[src/rtl/reg_sched_pkg.sv]
`default_nettype none
// ============================================================================
// Module      : reg_sched_pkg
// Description : Shared types and constants for the register-file port
//               scheduler: FSM state encoding, default bus widths, register
//               count and the write-address legality rule.
// Ports       : none (package)
// Revision    : 1.0 - initial release
// ============================================================================
package reg_sched_pkg;

    localparam int DATA_W_DEF = 32;
    localparam int ADDR_W_DEF = 6;
    localparam int REG_COUNT  = 32;
    localparam int STARVE_W   = 4;

    typedef enum logic [2:0] {
        S_IDLE  = 3'd0,
        S_WRITE = 3'd1,
        S_GAP   = 3'd2,
        S_READ  = 3'd3,
        S_RDONE = 3'd4
    } sched_state_t;

    // A write is performed only for existing registers; register 0 is
    // read-only when it models the MIPS $zero register.
    function automatic logic addr_writable(input int unsigned addr,
                                           input logic        drop_r0);
        return (addr < REG_COUNT) && !(drop_r0 && (addr == 0));
    endfunction

endpackage
`default_nettype wire

[src/rtl/reg_port_sched_if.sv]
`default_nettype none
// ============================================================================
// Module      : reg_port_sched_if
// Description : Bundle of every non-clock signal of the scheduler: the two
//               writeback request channels, the operand read channel and the
//               register-file side. The master modport is the environment
//               (requesters plus the register file), the slave modport is the
//               scheduler itself.
// Ports       : wr0_*/wr1_* write requests, rd_* read request and result,
//               rf_* register-file connection.
// Revision    : 1.0 - initial release
// ============================================================================
interface reg_port_sched_if
    import reg_sched_pkg::*;
#(
    parameter int DATA_W = DATA_W_DEF,
    parameter int ADDR_W = ADDR_W_DEF
);
    logic              wr0_valid;
    logic [ADDR_W-1:0] wr0_addr;
    logic [DATA_W-1:0] wr0_data;
    logic              wr0_ready;

    logic              wr1_valid;
    logic [ADDR_W-1:0] wr1_addr;
    logic [DATA_W-1:0] wr1_data;
    logic              wr1_ready;

    logic              rd_valid;
    logic [ADDR_W-1:0] rd_addr1;
    logic [ADDR_W-1:0] rd_addr2;
    logic              rd_ready;
    logic              rd_done;
    logic [DATA_W-1:0] rd_data1;
    logic [DATA_W-1:0] rd_data2;

    logic [ADDR_W-1:0] rf_address1;
    logic [ADDR_W-1:0] rf_address2;
    logic [ADDR_W-1:0] rf_address_wr;
    logic              rf_write;
    logic [DATA_W-1:0] rf_data_wr;
    logic [DATA_W-1:0] rf_data_out1;
    logic [DATA_W-1:0] rf_data_out2;

    modport master (
        output wr0_valid, wr0_addr, wr0_data,
        input  wr0_ready,
        output wr1_valid, wr1_addr, wr1_data,
        input  wr1_ready,
        output rd_valid, rd_addr1, rd_addr2,
        input  rd_ready, rd_done, rd_data1, rd_data2,
        input  rf_address1, rf_address2, rf_address_wr, rf_write, rf_data_wr,
        output rf_data_out1, rf_data_out2
    );

    modport slave (
        input  wr0_valid, wr0_addr, wr0_data,
        output wr0_ready,
        input  wr1_valid, wr1_addr, wr1_data,
        output wr1_ready,
        input  rd_valid, rd_addr1, rd_addr2,
        output rd_ready, rd_done, rd_data1, rd_data2,
        output rf_address1, rf_address2, rf_address_wr, rf_write, rf_data_wr,
        input  rf_data_out1, rf_data_out2
    );

endinterface
`default_nettype wire

[src/rtl/rr_arb2.sv]
`default_nettype none
// ============================================================================
// Module      : rr_arb2
// Description : Two-way round-robin grant. The pointer selects the preferred
//               requester when both are active and flips after every grant.
// Ports       : clk, rst_n  - clock / async active-low reset
//               en          - grants allowed this cycle
//               req0, req1  - requests
//               gnt0, gnt1  - one-hot grants (combinational)
// Revision    : 1.0 - initial release
// ============================================================================
module rr_arb2 (
    input  wire logic clk,
    input  wire logic rst_n,
    input  wire logic en,
    input  wire logic req0,
    input  wire logic req1,
    output logic      gnt0,
    output logic      gnt1
);

    // 0 -> req0 preferred, 1 -> req1 preferred
    logic r_ptr;
    logic w_pick1;

    assign w_pick1 = req1 && (!req0 || r_ptr);
    assign gnt1    = en && w_pick1;
    assign gnt0    = en && req0 && !w_pick1;

    always_ff @(posedge clk or negedge rst_n) begin
        if (!rst_n) begin
            r_ptr <= 1'b0;
        end else if (gnt0 || gnt1) begin
            r_ptr <= ~r_ptr;
        end
    end

endmodule
`default_nettype wire

[src/rtl/reg_port_sched.sv]
`default_nettype none
// ============================================================================
// Module      : reg_port_sched
// Description : Scheduler in front of a 32x32 register file. Shares the single
//               write port between the ALU (wr0) and load (wr1) writeback
//               channels, sequences decode operand reads, keeps reads and
//               writes exclusive in time and forces a low cycle on rf_write
//               between consecutive writes.
// Ports       : clk        - clock, rising edge
//               rst_n      - asynchronous active-low reset
//               bus        - reg_port_sched_if.slave (requests, read result,
//                            register-file connection)
// Revision    : 1.0 - initial release
// ============================================================================
module reg_port_sched
    import reg_sched_pkg::*;
#(
    parameter int DATA_W     = DATA_W_DEF,
    parameter int ADDR_W     = ADDR_W_DEF,
    parameter int STARVE_MAX = 4,
    parameter int DROP_R0    = 1
) (
    input  wire logic        clk,
    input  wire logic        rst_n,
    reg_port_sched_if.slave  bus
);

    localparam logic [STARVE_W-1:0] C_STARVE_MAX = STARVE_W'(STARVE_MAX);
    localparam logic                C_DROP_R0    = (DROP_R0 != 0);

    sched_state_t        r_state;
    logic [STARVE_W-1:0] r_starve;

    logic [ADDR_W-1:0]   r_rf_address1;
    logic [ADDR_W-1:0]   r_rf_address2;
    logic [ADDR_W-1:0]   r_rf_address_wr;
    logic [DATA_W-1:0]   r_rf_data_wr;
    logic                r_rf_write;
    logic                r_rd_done;
    logic [DATA_W-1:0]   r_rd_data1;
    logic [DATA_W-1:0]   r_rd_data2;

    logic                w_decide;
    logic                w_force_rd;
    logic                w_any_wr;
    logic                w_rd_ready;
    logic                w_gnt0;
    logic                w_gnt1;
    logic                w_wr_acc;
    logic [ADDR_W-1:0]   w_wr_addr;
    logic [DATA_W-1:0]   w_wr_data;
    logic                w_wr_keep;

    // ------------------------------------------------------------------
    // Arbitration. Readies are held low during reset so every output is 0.
    // ------------------------------------------------------------------
    assign w_decide   = rst_n && ((r_state == S_IDLE) || (r_state == S_GAP));
    assign w_force_rd = bus.rd_valid && (r_starve == C_STARVE_MAX);
    assign w_any_wr   = bus.wr0_valid || bus.wr1_valid;
    assign w_rd_ready = w_decide && bus.rd_valid && (w_force_rd || !w_any_wr);

    rr_arb2 u_rr_arb2 (
        .clk   (clk),
        .rst_n (rst_n),
        .en    (w_decide && !w_force_rd),
        .req0  (bus.wr0_valid),
        .req1  (bus.wr1_valid),
        .gnt0  (w_gnt0),
        .gnt1  (w_gnt1)
    );

    assign w_wr_acc  = w_gnt0 || w_gnt1;
    assign w_wr_addr = w_gnt1 ? bus.wr1_addr : bus.wr0_addr;
    assign w_wr_data = w_gnt1 ? bus.wr1_data : bus.wr0_data;
    // Discarded writes still go through WRITE/GAP; only rf_write is masked.
    assign w_wr_keep = addr_writable(32'(w_wr_addr), C_DROP_R0);

    assign bus.wr0_ready = w_gnt0;
    assign bus.wr1_ready = w_gnt1;
    assign bus.rd_ready  = w_rd_ready;

    // ------------------------------------------------------------------
    // Read starvation counter
    // ------------------------------------------------------------------
    always_ff @(posedge clk or negedge rst_n) begin
        if (!rst_n) begin
            r_starve <= '0;
        end else if (!bus.rd_valid || w_rd_ready) begin
            r_starve <= '0;
        end else if (r_starve != C_STARVE_MAX) begin
            r_starve <= r_starve + 1'b1;
        end
    end

    // ------------------------------------------------------------------
    // Sequencing FSM with registered outputs
    // ------------------------------------------------------------------
    always_ff @(posedge clk or negedge rst_n) begin
        if (!rst_n) begin
            r_state         <= S_IDLE;
            r_rf_address1   <= '0;
            r_rf_address2   <= '0;
            r_rf_address_wr <= '0;
            r_rf_data_wr    <= '0;
            r_rf_write      <= 1'b0;
            r_rd_done       <= 1'b0;
            r_rd_data1      <= '0;
            r_rd_data2      <= '0;
        end else begin
            r_rd_done  <= 1'b0;
            r_rf_write <= 1'b0;
            unique case (r_state)
                S_IDLE, S_GAP: begin
                    if (w_wr_acc) begin
                        r_state         <= S_WRITE;
                        r_rf_address_wr <= w_wr_addr;
                        r_rf_data_wr    <= w_wr_data;
                        r_rf_write      <= w_wr_keep;
                    end else if (w_rd_ready) begin
                        r_state       <= S_READ;
                        r_rf_address1 <= bus.rd_addr1;
                        r_rf_address2 <= bus.rd_addr2;
                    end else begin
                        r_state <= S_IDLE;
                    end
                end
                S_WRITE: begin
                    r_state <= S_GAP;
                end
                S_READ: begin
                    // Register file output reflects rf_address1/2 this cycle
                    r_rd_data1 <= bus.rf_data_out1;
                    r_rd_data2 <= bus.rf_data_out2;
                    r_rd_done  <= 1'b1;
                    r_state    <= S_RDONE;
                end
                S_RDONE: begin
                    r_state <= S_IDLE;
                end
                default: begin
                    r_state <= S_IDLE;
                end
            endcase
        end
    end

    assign bus.rf_address1   = r_rf_address1;
    assign bus.rf_address2   = r_rf_address2;
    assign bus.rf_address_wr = r_rf_address_wr;
    assign bus.rf_data_wr    = r_rf_data_wr;
    assign bus.rf_write      = r_rf_write;
    assign bus.rd_done       = r_rd_done;
    assign bus.rd_data1      = r_rd_data1;
    assign bus.rd_data2      = r_rd_data2;

endmodule
`default_nettype wire

[src/flat_wrapper.sv]
// flat-port wrapper written by rule: the top's interface ports become plain ports
module reg_port_sched_flat import reg_sched_pkg::*;
#(
    parameter int DATA_W     = DATA_W_DEF,
    parameter int ADDR_W     = ADDR_W_DEF,
    parameter int STARVE_MAX = 4,
    parameter int DROP_R0    = 1
)
  (clk, rst_n, bus_wr0_valid, bus_wr0_addr, bus_wr0_data, bus_wr0_ready, bus_wr1_valid, bus_wr1_addr, bus_wr1_data, bus_wr1_ready, bus_rd_valid, bus_rd_addr1, bus_rd_addr2, bus_rd_ready, bus_rd_done, bus_rd_data1, bus_rd_data2, bus_rf_address1, bus_rf_address2, bus_rf_address_wr, bus_rf_write, bus_rf_data_wr, bus_rf_data_out1, bus_rf_data_out2);
  reg_port_sched_if #(.DATA_W(DATA_W), .ADDR_W(ADDR_W)) bus_i ();
  input  wire logic clk;
  input  wire logic rst_n;
  input wire logic [$bits(bus_i.wr0_valid)-1:0] bus_wr0_valid;
  input wire logic [$bits(bus_i.wr0_addr)-1:0] bus_wr0_addr;
  input wire logic [$bits(bus_i.wr0_data)-1:0] bus_wr0_data;
  output wire logic [$bits(bus_i.wr0_ready)-1:0] bus_wr0_ready;
  input wire logic [$bits(bus_i.wr1_valid)-1:0] bus_wr1_valid;
  input wire logic [$bits(bus_i.wr1_addr)-1:0] bus_wr1_addr;
  input wire logic [$bits(bus_i.wr1_data)-1:0] bus_wr1_data;
  output wire logic [$bits(bus_i.wr1_ready)-1:0] bus_wr1_ready;
  input wire logic [$bits(bus_i.rd_valid)-1:0] bus_rd_valid;
  input wire logic [$bits(bus_i.rd_addr1)-1:0] bus_rd_addr1;
  input wire logic [$bits(bus_i.rd_addr2)-1:0] bus_rd_addr2;
  output wire logic [$bits(bus_i.rd_ready)-1:0] bus_rd_ready;
  output wire logic [$bits(bus_i.rd_done)-1:0] bus_rd_done;
  output wire logic [$bits(bus_i.rd_data1)-1:0] bus_rd_data1;
  output wire logic [$bits(bus_i.rd_data2)-1:0] bus_rd_data2;
  output wire logic [$bits(bus_i.rf_address1)-1:0] bus_rf_address1;
  output wire logic [$bits(bus_i.rf_address2)-1:0] bus_rf_address2;
  output wire logic [$bits(bus_i.rf_address_wr)-1:0] bus_rf_address_wr;
  output wire logic [$bits(bus_i.rf_write)-1:0] bus_rf_write;
  output wire logic [$bits(bus_i.rf_data_wr)-1:0] bus_rf_data_wr;
  input wire logic [$bits(bus_i.rf_data_out1)-1:0] bus_rf_data_out1;
  input wire logic [$bits(bus_i.rf_data_out2)-1:0] bus_rf_data_out2;
  assign bus_i.wr0_valid = bus_wr0_valid;
  assign bus_i.wr0_addr = bus_wr0_addr;
  assign bus_i.wr0_data = bus_wr0_data;
  assign bus_wr0_ready = bus_i.wr0_ready;
  assign bus_i.wr1_valid = bus_wr1_valid;
  assign bus_i.wr1_addr = bus_wr1_addr;
  assign bus_i.wr1_data = bus_wr1_data;
  assign bus_wr1_ready = bus_i.wr1_ready;
  assign bus_i.rd_valid = bus_rd_valid;
  assign bus_i.rd_addr1 = bus_rd_addr1;
  assign bus_i.rd_addr2 = bus_rd_addr2;
  assign bus_rd_ready = bus_i.rd_ready;
  assign bus_rd_done = bus_i.rd_done;
  assign bus_rd_data1 = bus_i.rd_data1;
  assign bus_rd_data2 = bus_i.rd_data2;
  assign bus_rf_address1 = bus_i.rf_address1;
  assign bus_rf_address2 = bus_i.rf_address2;
  assign bus_rf_address_wr = bus_i.rf_address_wr;
  assign bus_rf_write = bus_i.rf_write;
  assign bus_rf_data_wr = bus_i.rf_data_wr;
  assign bus_i.rf_data_out1 = bus_rf_data_out1;
  assign bus_i.rf_data_out2 = bus_rf_data_out2;
  reg_port_sched #(.DATA_W(DATA_W), .ADDR_W(ADDR_W), .STARVE_MAX(STARVE_MAX), .DROP_R0(DROP_R0)) u_core (.clk(clk), .rst_n(rst_n), .bus(bus_i));
endmodule
[config.mk]
export PLATFORM = sky130hd
export DESIGN_NAME = reg_port_sched_flat
export DESIGN_NICKNAME = d
export VERILOG_FILES = /design/src/rtl/reg_sched_pkg.sv /design/src/rtl/reg_port_sched_if.sv /design/src/rtl/rr_arb2.sv /design/src/rtl/reg_port_sched.sv /design/src/flat_wrapper.sv
export SDC_FILE = /design/constraint.sdc
export NUM_CORES = 1
export LEC_CHECK = 0
export CAP_MARGIN = 30
export CORE_UTILIZATION = 36
export DETAILED_ROUTE_END_ITERATION = 10
export PLACE_DENSITY = 0.84
export RECOVER_POWER = 100
export SLEW_MARGIN = 20
export SYNTH_ARGS = -nofsm -noshare
export SYNTH_HDL_FRONTEND = slang
export SYNTH_HIERARCHICAL = 1
export SYNTH_SLANG_ARGS = --single-unit
[constraint.sdc]
create_clock -name clk -period 2.5 [get_ports clk]
set_input_delay 0.625 -clock clk [delete_from_list [all_inputs] [get_ports clk]]
set_output_delay 0.625 -clock clk [all_outputs]
set_load 0.03 [all_outputs]
# After elaboration in Yosys (flattened, before gate mapping)

Index checks and enable logic that the tools add are counted.

Bitwise logic cells: 2
Equality and inequality tests: 5
$add $sub $neg: 1
Muxes and demuxes: 10
$lt $le $gt $ge: 1
Reduce and logical (&&, ||, !) cells: 28

Operators with widths:

| operator                                                                | number |
|---|---|
| 32-bit 2-to-1 mux                                                       | 1 |
| 1-bit logical AND                                                       | 10 |
| 3-bit one-hot mux with 3 select lines                                   | 1 |
| 4-bit 2-to-1 mux                                                        | 2 |
| 3-bit by 2-bit equality test with 1-bit output, second input constant   | 2 |
| 1-bit logical NOT                                                       | 6 |
| 6-bit logical NOT                                                       | 1 |
| 1-bit logical OR                                                        | 6 |
| 6-bit < comparator, second input constant                               | 1 |
| 6-bit 2-to-1 mux                                                        | 1 |
| 4-bit by 1-bit adder with 4-bit output, second input constant           | 1 |
| 4-bit by 3-bit equality test with 1-bit output, second input constant   | 1 |
| 4-bit by 3-bit inequality test with 1-bit output, second input constant | 1 |
| 3-bit by 1-bit equality test with 1-bit output, second input constant   | 1 |
| 3-bit logical NOT                                                       | 1 |
| 1-bit 2-to-1 mux                                                        | 3 |
| 3-bit 2-to-1 mux                                                        | 1 |
| 3-bit AND reduction                                                     | 1 |
| 2-bit 2-to-1 mux                                                        | 1 |
| 1-bit NOT                                                               | 2 |
| 2-bit AND reduction                                                     | 1 |
| 2-bit nonzero test                                                      | 1 |
| 2-bit OR reduction                                                      | 1 |

Input bits: 157
Output and inout bits: 119
Bits in registers: 124
Word-level logic and storage cells: 58

# Depth between registers and ports, before layout

Gate-level depths: netlist of the first run.

Depth after elaboration: 11
Gate-level depth with buffers: 13
Mapped depth without buffers: 9

# Hierarchy

The synthesis of the first run kept the hierarchy.

By module, submodules not included:

| module         | instances | cells an instance | seq. area each (um^2) | area an instance (um^2) |
|---|---|---|---|---|
| reg_port_sched | 1         | 330               | 3,078.0               | 5,258.8 |
| rr_arb2        | 1         | 8                 | 25.0                  | 63.8 |

# Worst setup path before layout of the first run

No wires, ideal clock.

Kind: reg2reg
From: register u_core.r_starve[0]
To: register u_core.r_rf_address_wr[0] (netlist: u_core/bus.rf_address_wr[0])
Arrival time: 2,981 ps
Buffers on the path: 4
Setup time: 125 ps
Clock period less this slack: 3,106 ps
Required time: 2,375 ps
Cell stages (with the launch flop): 14
Path slack: -606 ps
Path through: dfrtp_1 > inv_1 > ha_1 > and3b_1 > buf_6 > a21boi_0 > nand2_1 > a21oi_1 > buf_2 > nor2_4 > nor3_2 > buf_6 > buf_4 > mux2_2

Elaborated cells on any way between the ends: 10
Those cells by class: eq/ne (1); mux (1); reduce/logical (8)

RTL lines:

| what                                             | line                  | source |
|---|---|---|
| start: declaration                               | reg_port_sched.sv:32  | `logic [STARVE_W-1:0] r_starve;` |
| start signal: assignment                         | reg_port_sched.sv:91  | `r_starve <= r_starve + 1'b1;` |
| 4-bit by 3-bit equality test with 1-bit output * | reg_port_sched.sv:58  | `assign w_force_rd = bus.rd_valid && (r_starve == C_STARVE_MAX);` |
| 1-bit logical AND *                              | reg_port_sched.sv:58  |  |
| 1-bit logical NOT *                              | reg_port_sched.sv:65  | `.en (w_decide && !w_force_rd),` |
| 1-bit logical AND *                              | reg_port_sched.sv:65  |  |
| 1-bit logical AND *                              | rr_arb2.sv:27         | `assign gnt1 = en && w_pick1;` |
| net bus_wr1_ready                                | flat_wrapper.sv:20    | `output wire logic [$bits(bus_i.wr1_ready)-1:0] bus_wr1_ready;` |
| 1-bit logical OR                                 | reg_port_sched.sv:72  | `assign w_wr_acc = w_gnt0 \|\| w_gnt1;` |
| 2-bit AND reduction (no source line)             | -                     |  |
| end signal: assignment                           | reg_port_sched.sv:116 | `r_rf_address_wr <= w_wr_addr;` |
| end: declaration                                 | reg_port_sched.sv:36  | `logic [ADDR_W-1:0] r_rf_address_wr;` |

Mark *: on every way through the listed nets, which the timed path passes. The rest lies on a longest branch.
A chain may end at the register's enable or synchronous reset.

# Final worst setup path of the first run

From: register u_core.r_starve[0]
To: output bus_wr0_ready

Cells in the longest elaborated chain, start to end: 6

RTL lines:

| what                                           | line                 | source |
|---|---|---|
| 4-bit by 3-bit equality test with 1-bit output | reg_port_sched.sv:58 |  |
| 1-bit logical AND                              | reg_port_sched.sv:58 |  |
| 1-bit logical NOT                              | reg_port_sched.sv:65 |  |
| 1-bit logical AND                              | reg_port_sched.sv:65 |  |
| 1-bit logical AND (2 in series)                | rr_arb2.sv:28        | `assign gnt0 = en && req0 && !w_pick1;` |
| end: declaration                               | flat_wrapper.sv:16   | `output wire logic [$bits(bus_i.wr0_ready)-1:0] bus_wr0_ready;` |

Every way passes these cells.

==> flow_summary_export.csv, run 1 <==
group,metric,value,unit
power_and_ir_drop,p_clk_frac,0.203,
clock_tree,cts_max_level,4,
detailed_routing,vias,4041,
detailed_routing,drc,0,
global_routing,grt_antenna_before_repair,0,
worst_setup_path,crit_type,"reg -> out",
final_layout,n_antenna_cell,0,
power_and_ir_drop,worst_ir_drop_vdd,725,uV
power_and_ir_drop,power_density,1370,mW/mm^2
sta,hold_viol,0,
worst_setup_path,crit_path_start_kind,"register",
sta,slew_headroom,0.199,
die,initial_core_util,0.368,
power_and_ir_drop,switching_share,0.369,
yosys,syn_area_per_cell,15.7,um^2
die,dieWidth,124,um
global_routing,grt_max_degree,77,
detailed_routing,wl_per_cell,17.4,um
place,gp_congestion,0.858,
yosys,yosysSeqAreaShare,0.583,
final_layout,final_cell_count_no_fill,853,
power_and_ir_drop,power.leakage,3.98,nW
place,port_buffers,275,
final_layout,fin_area,0.00935,mm^2
power_and_ir_drop,internal_power,0.00809,W
final_layout,nets,815,
worst_setup_path,reg2reg_to,"u_core/bus.rf_data_wr[18]",
die,die_area,0.0153,mm^2
yosys,ys_seq_elements,124,
final_layout,area_growth_syn_to_layout,75.7,%
job,max_cap_violations,0,
sta,period_minus_slack,2.51,ns
sta,rsz0062_at_grt,"true",
global_routing,grt_overflow,0,
worst_setup_path,worstPathRequired,1.88,ns
place,dpl_cell_area,0.00836,mm^2
worst_setup_path,rr_worst_depth,12,
die,die_h,124,um
place,hpwl,10400,um
sta,fin_hold_ws,0.376,ns
hold_path,hold_class,"in -> async",
power_and_ir_drop,power.switching,0.00473,W
sta,skew,0.00642,ns
clock_tree,clkTransAtPathRegs,0.06,ns
die,fp-row-count,44,
sta,layout_setup_ws,-0.00917,ns
worst_setup_path,crit_arrival,1.88,ns
worst_setup_path,endpoint_kind,"output port",
outcome,violations,"setup timing",
global_routing,grt_pass1_wl,21000,um
yosys,syn-instance-count,338,
global_routing,grt.total_usage,0.183,
detailed_routing,drt_iter0_drc,99,
clock_tree,cts_root_buffer,"clkbuf_16",
outcome,outcome,"finished with violations",
yosys,synthTopCellsByArea,"dfrtp_1, mux2_2, mux2_1",
yosys,synth_top_area_share,0.583,
worst_setup_path,rr_startpoint,"u_core/r_starve[0]",
power_and_ir_drop,p_seq_frac,0.277,
global_routing,grt_pass1_vias,4301,
clock_tree,cts_tree,"built",
sta,fmax,0.399,GHz
yosys,ys_types,31,
final_layout,drive_gt1_frac,0.286,
yosys,synth_fp_nets,497,
power_and_ir_drop,combPwrFrac,0.520,
detailed_routing,via_per_inst,4.74,
yosys,syn-cell-area,0.00532,mm^2
detailed_routing,dr.pass1.iters,6,
worst_setup_path,regToRegSetupSlack,0.02,ns
detailed_routing,ant_nets,0,
yosys,synth_top_area_cell,"dfrtp_1",
die,core_area,0.0145,mm^2
worst_setup_path,critPathMaxFanout,3,
sta,slew_viol_final,0,
yosys,yosys_warnings,6,
clock_tree,cts_made_buffers,17,
sta,setup_violations,2,
clock_tree,clock_sinks,124,
clock_tree,clock_latency,0.41,ns
die,pin_count,276,
clock_tree,clockBufferDepth,2,
sta,fin_crit_sh,1.00,
detailed_routing,wl,14800,um
sta,final.setup.tns,-0.0119,ns
sta,tightest_slew,1.20,ns
place,dp.cells,797,
==> critical path, stage by stage (launching register included) <==
cell and delay, ns:
dfrtp_1 0.37, inv_2 0.06, ha_4 0.16, and3b_2 0.23
a21boi_4 0.17, nand2_1 0.09, a21oi_2 0.13, buf_4 0.14
buf_6 0.12
==> per-stage QoR <==
| stage | utilization | power [W] | setup WS [ns] |
|---|---|---|---|
| 4_1_cts | 0.628 | 0.0125 | 0.0157 |
| 2_1_floorplan | - | 0.00703 | -0.0320 |
| 5_1_grt | 0.646 | 0.0134 | -0.0744 |
| 3_5_place_dp | 0.578 | 0.00970 | -0.168 |
| 3_3_place_gp | 0.578 | 0.00950 | -0.102 |
| 6_report | 0.646 | 0.0128 | -0.00917 |
==> flip-flops by register name (all words and copies together) (netlist names) <==
register,cells
u_core/bus.rf_write,1
u_core/u_rr_arb2/r_ptr,1
u_core/r_starve,4
u_core/bus.rf_address2,6
u_core/bus.rf_data_wr,32
u_core/bus.rf_address_wr,6
u_core/bus.rd_data1,32
u_core/bus.rf_address1,6
u_core/r_state,3
u_core/bus.rd_done,1
u_core/bus.rd_data2,32
==> Yosys cell counts, drive strengths merged <==
master and n:
a21boi 2, a21oi 2, and3b 1, buf 18, dfrtp 124, ha 2, inv 4, mux2 152
mux2i 2, nand2 2, nand2b 1, nand3 1, nor2 8, nor2b 1, nor3 1, nor3b 5
o2111ai 1, o211a 1, o211ai 1, o21ai 3, or2 1, or4 2, xnor2 2, xor2 1
==> repair_timing <==
item                       in CTS  in global routing
buffers inserted               11                  8
gates cloned                    0                  6
hold buffers                    0                  0
setup endpoints to repair       3                 53
resized for setup               4                 29
pin swaps                       2                  2
==> placed cells by master, fill, tap and decap left out, types with 3 or more instances in the layout <==
cell             netlist  final
mux2_4                 9     29
buf_12                 0      4
clkbuf_16              0     20
clkbuf_8               0      3
clkbuf_1               0      3
dfrtp_1              124    124
buf_6                  9      6
mux2_1                49     49
clkinvlp_4             0      5
mux2_2                94     74
bufinv_16              0      4
clkdlybuf4s50_1        0    271
nor2_1                 7      7
nor3b_1                4      4
buf_4                  1     28
==> power groups by stage <==
stage                     logic, W  registers (W)  clock network, W
final                      0.00666        0.00356           0.00260
after global routing       0.00697        0.00368           0.00275
after CTS                  0.00623        0.00355           0.00267
after detailed placement   0.00611        0.00358                 0
after global placement     0.00598        0.00352                 0
after floorplan            0.00163        0.00539                 0
==> routing by layer <==
layer,GRT usage,vias to the layer above,wire (um)
met1,0.195,2005,5550
met4,0.0828,0,342
met5,0,-,0
met2,0.322,174,7710
met3,0.0646,29,1200
li1,-,1833,-
==> kinds of logic (layout without fill, tap and decap cells) <==
| group | Yosys count | count (layout) | synth area share |
|---|---|---|---|
| muxes | 154 | 154 | 0.332 |
| DFF | 124 | 124 | 0.583 |
| and+or+nand+nor | 23 | 23 | 0.0284 |
| buffers and inverters | 22 | 353 | 0.0308 |
| AOI/OAI and AO/OA | 10 | 10 | 0.0165 |
| xor gates and xnor gates | 3 | 3 | 0.00494 |
| adders and majority gates | 2 | 2 | 0.00470 |
==> area by class of cell <==
class	count	area, um^2
sequential	124	3100
clock buffer	22	474
clock inverter	10	163
tap	184	230
fill	1018	5130
timing repair buffer	317	3190
multi-input combinational	192	2180
inverter	4	15.0
==> worst max path at each step <==
stage / from / endpoint / slack (ns) / cells after the start
global placement: bus_rd_valid / u_core/bus.rf_data_wr[6] / -0.10 / 7
finish: u_core/r_starve[0] / bus_wr0_ready / -0.009 / 8
floorplan: rst_n / u_core/bus.rf_address_wr[0] / -0.03 / 10
detailed placement: bus_rd_valid / u_core/bus.rf_data_wr[18] / -0.17 / 7
CTS: u_core/r_starve[0] / bus_wr0_ready / 0.02 / 8
global route: u_core/r_starve[1] / bus_wr1_ready / -0.07 / 7
Power figures use the tool's default switching activity.
==> run 2: changes to the inputs <==
PLACE_DENSITY = 0.76   (was 0.84)
==> run 2 against run 1 <==
The flow still finishes with violations (setup timing). Combinational power fell by 6.5%. Utilization shrank 1.6 points. Die area stayed put. Worst setup slack lost 0.017 ns. Hold slack gained 0.098 ns. Non-clock buffer count is 15 lower. Design area down 2.5%. First-iteration DRC count decreased by 25%. Maximum frequency shrank 0.65%. Critical path depth grew 1. Total power shrank 3.2%. Sequential power about the same. Critical endpoint unchanged. Largest cell class is now registers.
==> flow_summary_export.csv, run 2 (synthesis results as in run 1) <==
group,metric,value,unit
die,initial_core_util,0.368,
outcome,violations,"setup timing",
clock_tree,cts_hold_buf,0,
detailed_routing,drt_iter0_drc,74,
sta,period_minus_slack,2.53,ns
sta,rsz0062_at_grt,"true",
final_layout,final_common_cell,"clkdlybuf4s50_1",
sta,tightest_slew,1.30,ns
detailed_routing,drc,0,
clock_tree,clock_latency,0.41,ns
power_and_ir_drop,combPwrFrac,0.502,
worst_setup_path,crit_chain,"inv_2 -> ha_4 -> and3b_2 -> a21boi_2 -> buf_4 -> nand2_4 -> a21oi_4 -> buf_6 -> buf_6",
power_and_ir_drop,power.leakage,3.83,nW
global_routing,grt_max_degree,74,
sta,hold_viol,0,
die,die_h,124,um
sta,fmax,0.396,GHz
power_and_ir_drop,p_seq_frac,0.285,
sta,fin_crit_sh,1.01,
worst_setup_path,cp_num_buf_inv,4,
worst_setup_path,endpoint_kind,"output port",
clock_tree,cts_root_buffer,"clkbuf_16",
sta,skew,0.00654,ns
power_and_ir_drop,internal_power,0.00779,W
die,die_area,0.0153,mm^2
detailed_routing,ant_nets,0,
worst_setup_path,slowest_delay,0.36,ns
power_and_ir_drop,p_clk_frac,0.213,
detailed_routing,dr.pass1.iters,6,
worst_setup_path,crit_arrival,1.90,ns
detailed_routing,wl,13900,um
final_layout,fin_area,0.00912,mm^2
sta,slew_viol_final,0,
clock_tree,clkTransAtPathRegs,0.05,ns
job,max_cap_violations,0,
clock_tree,cts_tree,"built",
power_and_ir_drop,power.switching,0.00463,W
clock_tree,clock_sinks,124,
global_routing,grt_pass1_wl,20900,um
place,port_buffers,275,
sta,slew_headroom,0.135,
worst_setup_path,crit_family,"buffers and inverters",
clock_tree,clockBufferDepth,2,
final_layout,layout_common_cells,"clkdlybuf4s50_1, dfrtp_1, mux2_2",
global_routing,grt_pass1_vias,4216,
detailed_routing,via_per_inst,4.67,
worst_setup_path,slowest_stage,"dfrtp_1",
outcome,outcome,"finished with violations",
clock_tree,cts_made_buffers,17,
final_layout,drive_gt1_frac,0.280,
power_and_ir_drop,power_density,1360,mW/mm^2
detailed_routing,vias,3911,
final_layout,n_antenna_cell,0,
power_and_ir_drop,p_total,0.0124,W
final_layout,area_growth_syn_to_layout,71.3,%
place,gp_congestion,0.786,
die,pin_count,276,
place,dpl_cell_area,0.00834,mm^2
power_and_ir_drop,switching_share,0.373,
worst_setup_path,crit_type,"reg -> out",
detailed_routing,wl_per_cell,16.6,um
global_routing,grt_overflow,0,
die,core_area,0.0145,mm^2
hold_path,hold_class,"reg -> reg",
global_routing,grt_antenna_before_repair,0,
die,dieWidth,124,um
die,fp-row-count,44,
worst_setup_path,worst_path_most_repeated_cell,"buf_6",
clock_tree,cts_max_level,4,
sta,layout_setup_ws,-0.0257,ns
worst_setup_path,worstPathRequired,1.88,ns
final_layout,nets,800,
worst_setup_path,critPathMaxFanout,2,
global_routing,grt.total_usage,0.184,
sta,setup_violations,2,
place,hpwl,10300,um
power_and_ir_drop,worst_ir_drop_vdd,908,uV
worst_setup_path,crit_path_start_kind,"register",
-- run 2: cell count changes in the layout (fill, tap and decap cells not counted), sizes merged --
cell,delta
buf,-12
clkbuf,-4
clkinvlp,-3
clkinv,+4
-- run 2: area by class of cell --
type                    instances  area (um^2)
clock buffers                  21          480
clock inverters                11          164
fillers                      1100         5360
inverters                       4         15.0
multi-input cells             192         2130
flip-flops and latches        124         3100
well taps                     184          230
repair buffers                302         3000
-- run 2: worst reg2reg max path: stages (launching register included) --
cell      delay, ns
dfrtp_1        0.36
inv_2          0.07
ha_4           0.16
and3b_2        0.21
a21boi_2       0.14
buf_4          0.14
nand2_4        0.05
a21oi_4        0.13
buf_4          0.17
nor2_4         0.06
nor3_4         0.17
buf_12         0.25
mux2_2         0.39
-- run 2: path summary, 6_finish.rpt --
path / from / endpoint / slack [ns] / cells after the start
max: u_core/r_starve[0] / bus_wr0_ready / -0.03 / 9
min: u_core/r_state[1] / u_core/r_state[1] / 0.47 / 1
max reg2reg: u_core/r_starve[0] / u_core/bus.rf_data_wr[4] / 0.11 / 12
min reg2reg: u_core/r_state[1] / u_core/r_state[1] / 0.47 / 1
max in group asynchronous: rst_n / u_core/bus.rd_data2[3] / 0.38 / 4
min in group asynchronous: rst_n / u_core/bus.rf_data_wr[1] / 0.75 / 2
-- run 2: power by group through the flow --
stage                     sequential [W]  clock (W)  combinational, W
after floorplan                  0.00539          0           0.00163
after global placement           0.00353          0           0.00604
after detailed placement         0.00357          0           0.00614
after CTS                        0.00355    0.00270           0.00625
after global routing             0.00368    0.00280           0.00657
final                            0.00354    0.00264           0.00623
-- run 2: metal layers --
layer | global-route usage | vias up | routed length, um
met5 | 0 | - | 0
met4 | 0.0858 | 0 | 331
met3 | 0.0723 | 24 | 1210
met2 | 0.314 | 167 | 7140
met1 | 0.200 | 1914 | 5240
li1 | - | 1806 | -
-- run 2: timing repair --
action,CTS,global route
gates resized for setup,9,9
pin swaps,3,3
setup buffers,5,4
endpoints found under the setup margin,3,19
-- run 2: through the flow --
stage | setup TNS (ns) | worst slack [ns] | std cells | hold WS, ns | utilization
after global placement | -1.78 | -0.0505 | 796 | 0.458 | 0.576
after detailed placement | -4.59 | -0.140 | 796 | 0.462 | 0.576
after CTS | -0.0541 | -0.0541 | 833 | 0.406 | 0.625
after floorplan | -0.528 | -0.0320 | 338 | 0.329 | -
after global routing | -0.555 | -0.108 | 838 | 0.493 | 0.630
final | -0.0490 | -0.0257 | 838 | 0.474 | 0.630
==> run 3: changes to the inputs <==
RECOVER_POWER = 25   (was 100)
==> results of run 3 <==
Final layout, timing and power as in run 2 (identical DEF).
